$ cat config.mk
export PLATFORM = sky130hd
export DESIGN_NAME = reg_xfer_sequencer
export DESIGN_NICKNAME = d
export VERILOG_FILES = /design/src/rtl/reg_xfer_sequencer.sv
export SDC_FILE = /design/constraint.sdc
export NUM_CORES = 1
export LEC_CHECK = 0
export ABC_AREA = 1
export BUFFER_PORTS_ARGS = -buffer_cell sky130_fd_sc_hd__buf_2
export CAP_MARGIN = 0
export CORE_UTILIZATION = 45
export CTS_CLUSTER_DIAMETER = 50
export DETAILED_ROUTE_END_ITERATION = 6
export GPL_ROUTABILITY_DRIVEN = 1
export PLACE_DENSITY_LB_ADDON = 0.12
export SLEW_MARGIN = 0
export SYNTH_ARGS = -nofsm -noshare
export SYNTH_HDL_FRONTEND = slang
export SYNTH_SLANG_ARGS = --single-unit
$ cat constraint.sdc
create_clock -name clk -period 1.2 [get_ports clk]
set_input_delay 0.24 -clock clk [delete_from_list [all_inputs] [get_ports clk]]
set_output_delay 0.24 -clock clk [all_outputs]
set_load 0.01 [all_outputs]
$ cat src/rtl/reg_xfer_sequencer.sv
// reg_xfer_sequencer: command-driven master for an 8-entry register file.
// Expands LDI / MOV / SWAP / CLR commands into register-file read (RD) and
// write (WR) cycles. SWAP runs three moves through scratch register TEMP_REG.
// Optional build macro REG_XFER_CHECK_EN: SWAPs that involve TEMP_REG or
// have src==dst are rejected with done+cmd_err and no register-file strobes.
module reg_xfer_sequencer #(
    parameter int DATA_WIDTH = 8,
    parameter int SEL_WIDTH  = 3,
    parameter int TEMP_REG   = 7
) (
    input  logic                  clk,
    input  logic                  reset_n,
    input  logic                  cmd_valid,
    output logic                  cmd_ready,
    input  logic [1:0]            cmd_op,
    input  logic [SEL_WIDTH-1:0]  cmd_src,
    input  logic [SEL_WIDTH-1:0]  cmd_dst,
    input  logic [DATA_WIDTH-1:0] cmd_imm,
    output logic [SEL_WIDTH-1:0]  rf_sel_out,
    output logic                  rf_oe,
    input  logic [DATA_WIDTH-1:0] rf_rdata,
    output logic [SEL_WIDTH-1:0]  rf_sel_in,
    output logic                  rf_we,
    output logic [DATA_WIDTH-1:0] rf_wdata,
    output logic                  done,
    output logic                  cmd_err
);

    typedef enum logic [1:0] {S_IDLE, S_RD, S_WR, S_DONE} state_t;

    localparam logic [1:0] OP_LDI  = 2'b00;
    localparam logic [1:0] OP_MOV  = 2'b01;
    localparam logic [1:0] OP_SWAP = 2'b10;
    localparam logic [1:0] OP_CLR  = 2'b11;

    localparam logic [SEL_WIDTH-1:0] TEMP_SEL = SEL_WIDTH'(TEMP_REG);

    state_t                  state_q, state_d;
    logic [1:0]              op_q, op_d;
    logic [SEL_WIDTH-1:0]    src_q, src_d;
    logic [SEL_WIDTH-1:0]    dst_q, dst_d;
    logic [1:0]              step_q, step_d;
    logic [SEL_WIDTH-1:0]    sel_out_q, sel_out_d;
    logic [SEL_WIDTH-1:0]    sel_in_q, sel_in_d;
    // Write-data register; it also serves as the hold register that captures
    // rf_rdata at the end of every RD cycle.
    logic [DATA_WIDTH-1:0]   wdata_q, wdata_d;
    logic                    err_q, err_d;
    logic                    reject;

    // Rejection rule for the optional SWAP check; constant 0 when disabled.
`ifdef REG_XFER_CHECK_EN
    assign reject = (cmd_op == OP_SWAP) &&
                    ((cmd_src == TEMP_SEL) || (cmd_dst == TEMP_SEL) || (cmd_src == cmd_dst));
`else
    assign reject = 1'b0;
`endif

    // Next-state logic: accept, step sequencing and the values selects/data take.
    always_comb begin
        state_d   = state_q;
        op_d      = op_q;
        src_d     = src_q;
        dst_d     = dst_q;
        step_d    = step_q;
        sel_out_d = sel_out_q;
        sel_in_d  = sel_in_q;
        wdata_d   = wdata_q;
        err_d     = 1'b0;
        case (state_q)
            S_IDLE: begin
                if (cmd_valid) begin
                    op_d   = cmd_op;
                    src_d  = cmd_src;
                    dst_d  = cmd_dst;
                    step_d = 2'd0;
                    if (reject) begin
                        state_d = S_DONE;
                        err_d   = 1'b1;
                    end else if (cmd_op == OP_LDI || cmd_op == OP_CLR) begin
                        state_d  = S_WR;
                        sel_in_d = cmd_dst;
                        wdata_d  = (cmd_op == OP_LDI) ? cmd_imm : '0;
                    end else begin
                        // MOV and SWAP both start by reading the source.
                        state_d   = S_RD;
                        sel_out_d = cmd_src;
                    end
                end
            end
            S_RD: begin
                state_d = S_WR;
                wdata_d = rf_rdata;
                if (op_q == OP_MOV) begin
                    sel_in_d = dst_q;
                end else begin
                    // SWAP write targets per step: TEMP, src, dst.
                    case (step_q)
                        2'd0:    sel_in_d = TEMP_SEL;
                        2'd1:    sel_in_d = src_q;
                        default: sel_in_d = dst_q;
                    endcase
                end
            end
            S_WR: begin
                if (op_q == OP_SWAP && step_q != 2'd2) begin
                    // SWAP read sources for steps 1 and 2: dst, then TEMP.
                    step_d    = step_q + 2'd1;
                    state_d   = S_RD;
                    sel_out_d = (step_q == 2'd0) ? dst_q : TEMP_SEL;
                end else begin
                    state_d = S_DONE;
                end
            end
            S_DONE: begin
                state_d = S_IDLE;
            end
            default: begin
                state_d = S_IDLE;
            end
        endcase
    end

    // State and datapath registers; reset aborts any command in flight.
    always_ff @(posedge clk or negedge reset_n) begin
        if (!reset_n) begin
            state_q   <= S_IDLE;
            op_q      <= 2'b00;
            src_q     <= '0;
            dst_q     <= '0;
            step_q    <= 2'd0;
            sel_out_q <= '0;
            sel_in_q  <= '0;
            wdata_q   <= '0;
            err_q     <= 1'b0;
        end else begin
            state_q   <= state_d;
            op_q      <= op_d;
            src_q     <= src_d;
            dst_q     <= dst_d;
            step_q    <= step_d;
            sel_out_q <= sel_out_d;
            sel_in_q  <= sel_in_d;
            wdata_q   <= wdata_d;
            err_q     <= err_d;
        end
    end

    assign cmd_ready  = (state_q == S_IDLE);
    assign rf_oe      = (state_q == S_RD);
    assign rf_we      = (state_q == S_WR);
    assign done       = (state_q == S_DONE);
    assign rf_sel_out = sel_out_q;
    assign rf_sel_in  = sel_in_q;
    assign rf_wdata   = wdata_q;
    assign cmd_err    = err_q;

endmodule

==> flow_summary_export.csv <==
group,metric,value,unit
status,outcome,"finished with violations",
status,violations,"DRC, setup timing",
grt,track_usage,0.2179,
clock_tree,cts_tree,"yes",
yosys,synth_edf_count,0,
yosys,yosys_warnings,0,
critical_path,required,0.96,ns
sta,finalClockSkew,0.01239,ns
drt,drcViolationCount,1,
die,die_h,57.86,um
clock_tree,clkLatencyLatePin,0.32,ns
yosys,syn_nets,219,
sta,finalHoldViolCount,0,
run,maxCapViolCount,0,
critical_path,slowest_delay,0.45,ns
critical_path,endpoint_kind,"output port",
yosys,synth-seq-cells,26,
clock_tree,h-tree-depth,1,
place,gp_congestion,0.7972,
sta,period_share,1.183,
yosys,synth_top_area_share,0.4635,
power_and_ir_drop,ir_worst_vdd,0.002076,V
layout,final_net_count,277,
layout,fin_area,2019,um^2
yosys,yosysTopAreaCell,"dfrtp_1",
sta,report.final.slew_viol_count,0,
yosys,yosysMostFrequentCell,"nand2_1",
place,pre_cts_ws,-0.2571,ns
critical_path,r2r_start,"step_q[1]$_DFFE_PN0P_",
critical_path,crit_chain,"inv_2, nor2_4, buf_6, buf_6",
min_path,worst_hold_path_type,"primary input to register",
sta,whs,0.1112,ns
sta,rsz0062_at_grt,"yes",
drt,ant_nets,0,
grt,grt_pass1_wl,5595,um
grt,grt-ovfl-total,0,
critical_path,start_kind,"register",
drt,finalWirelength,3572,um
place,place_area,1677,um^2
yosys,synth_commonest_cells,"71 x nand2_1, 26 x dfrtp_1, 20 x inv_1, 18 x nor2_1, 12 x nand3_1",
place,hpwl,2391,um
grt,antenna_found_initial,0,
yosys,synth_area_leaders,"dfrtp_1 46%, nand2_1 19%, inv_1 5.3%",
yosys,synthArstFlopShare,1.000,
critical_path,reg2reg_to,"rf_sel_out[2]$_DFFE_PN0P_",
grt,grt_max_degree,27,
power_and_ir_drop,power.density,2639,nW/um^2
clock_tree,cts_buffers,3,
place,port-buffer-count,44,
grt,grt_pass1_vias,1312,
sta,setup_viol,28,
die,die_area,3347,um^2
yosys,avgSynthCellArea,7.467,um^2
drt,wire_per_inst,12.94,um
die,ios,46,
critical_path,path_common_cell,"buf_6",
clock_tree,cts_root_buf,"clkbuf_4",
drt,dr.pass1.iters,7,
critical_path,crit_start,"state_q[0]$_DFFE_PN0P_",
sta,relSlewSlack,0.6058,
sta,fmax,704.5,MHz
critical_path,crit_type,"register to output port",
clock_tree,clk_pin_slew_worst_paths,0.15,ns
layout,diodes,0,
critical_path,cp-endpoint,"rf_oe",
yosys,ys_seq_area_frac,0.4635,
die,coreArea,2853,um^2
layout,syn_to_final_growth,43.85,%
clock_tree,clockBufferDepth,2,
critical_path,worstPathArrival,1.18,ns
sta,setup_slack,-0.2195,ns
yosys,ys_types,22,
critical_path,reg2reg_depth,8,
sta,post-route-min-period,1.420,ns
drt,drt_iter0_markers,43,
power_and_ir_drop,p_leak,1.086,nW
critical_path,cp_max_fo,4,
die,row_count,19,
clock_tree,cts_sinks,26,
min_path,min_from,"cmd_src[2]",
drt,routed_via_density,5.080,
die,die_w,57.86,um
yosys,netlist_area,1404,um^2
yosys,netlist_instances,188,
die,start_util,0.4921,
yosys,ys.flop_type,"dfrtp_1",
layout,n_fill_cell,243,
critical_path,crit_slowest_cell,"dfrtp_1",
sta,tightest_slew,0.5913,ns
critical_path,r2r_slack,-0.11,ns
layout,drive_gt1_frac,0.4531,
drt,routed-via-count,1402,
-- layer usage --
layer  part of all wire  track usage  up-vias
li1                   -            -      697
met4             0.0084      0.08163        0
met2               0.50       0.3711       34
met1               0.46       0.2820      667
met3              0.034      0.03125        4
met5                  0            0        -
-- critical path, delay by kind of cell (launching register included) --
family                 cells  cell delay (ns)
buffers and inverters      3             0.35
flip-flops                 1             0.45
AND/OR/NAND/NOR            1             0.06
-- cells in the final DEF, fill, tap and decap left out, drive strengths merged, types with 8 or more instances in the layout --
master / instances
inv: 21
nor2: 19
nand2: 72
nand3: 12
buf: 58
o21ai: 12
dfrtp: 26
o211ai: 8
-- sequential cells by signal (all words and copies together), names as in the netlist --
| signal | cells |
|---|---|
| rf_sel_out | 3 |
| op_q | 2 |
| rf_sel_in | 3 |
| dst_q | 3 |
| src_q | 3 |
| state_q | 2 |
| step_q | 2 |
| rf_wdata | 8 |
-- logic make-up after synthesis --
| group | count (synthesis) | share of synthesized area |
|---|---|---|
| and+or+nand+nor | 104 | 0.2968 |
| buffers and inverters | 29 | 0.09536 |
| other | 1 | 0.002671 |
| adders and majority gates | 4 | 0.03565 |
| DFF | 26 | 0.4635 |
| AOI/OAI and AO/OA | 24 | 0.1061 |
-- worst min path at each step --
stage | to | slack, ns | depth (start not counted)
global route | src_q[2]$_DFFE_PN0P_ | 0.11 | 3
global placement | src_q[1]$_DFFE_PN0P_ | 0.27 | 1
finish | src_q[2]$_DFFE_PN0P_ | 0.11 | 3
detailed placement | dst_q[0]$_DFFE_PN0P_ | 0.28 | 1
CTS | src_q[2]$_DFFE_PN0P_ | 0.11 | 3
floorplan | dst_q[0]$_DFFE_PN0P_ | -0.06 | 0
-- final cells by class --
cell class	instances	area, um^2	share of cell area
Tap cell	31	38.79	0.01921
Timing Repair inverter	1	7.507	0.003717
Sequential cell	26	651.9	0.3228
Clock buffer	4	36.28	0.01797
Multi-Input combinational cell	133	797.0	0.3947
Inverter	22	98.84	0.04895
Timing Repair Buffer	59	389.1	0.1927
-- repair_timing --
action | in CTS | in global routing
buffers inserted | 5 | 1
cloned | 0 | 1
hold buffers | 1 | 0
endpoints found under the setup margin | 29 | 29
endpoints found under the hold margin | 26 | 0
pin swaps | 9 | 21
gates resized for setup | 34 | 33
-- per-stage QoR --
stage | utilization | setup TNS [ns] | cells | total power (W)
final | 0.7079 | -2.301 | 276 | 0.005330
after detailed placement | 0.5877 | -3.083 | 264 | 0.003802
after CTS | 0.6632 | -1.735 | 274 | 0.004829
after global placement | 0.5877 | -2.354 | 264 | 0.003712
after global routing | 0.7079 | -3.719 | 276 | 0.005736
after floorplan | - | -0.2226 | 188 | 0.003077
-- report_power, final --
| group | switching (W) | internal [W] |
|---|---|---|
| Combinational | 0.00186 | 0.00143 |
| Sequential | 0.000331 | 0.00127 |
| Clock | 0.000263 | 0.000185 |
| Total | 0.00245 | 0.00288 |
Power figures use the tool's default switching activity.
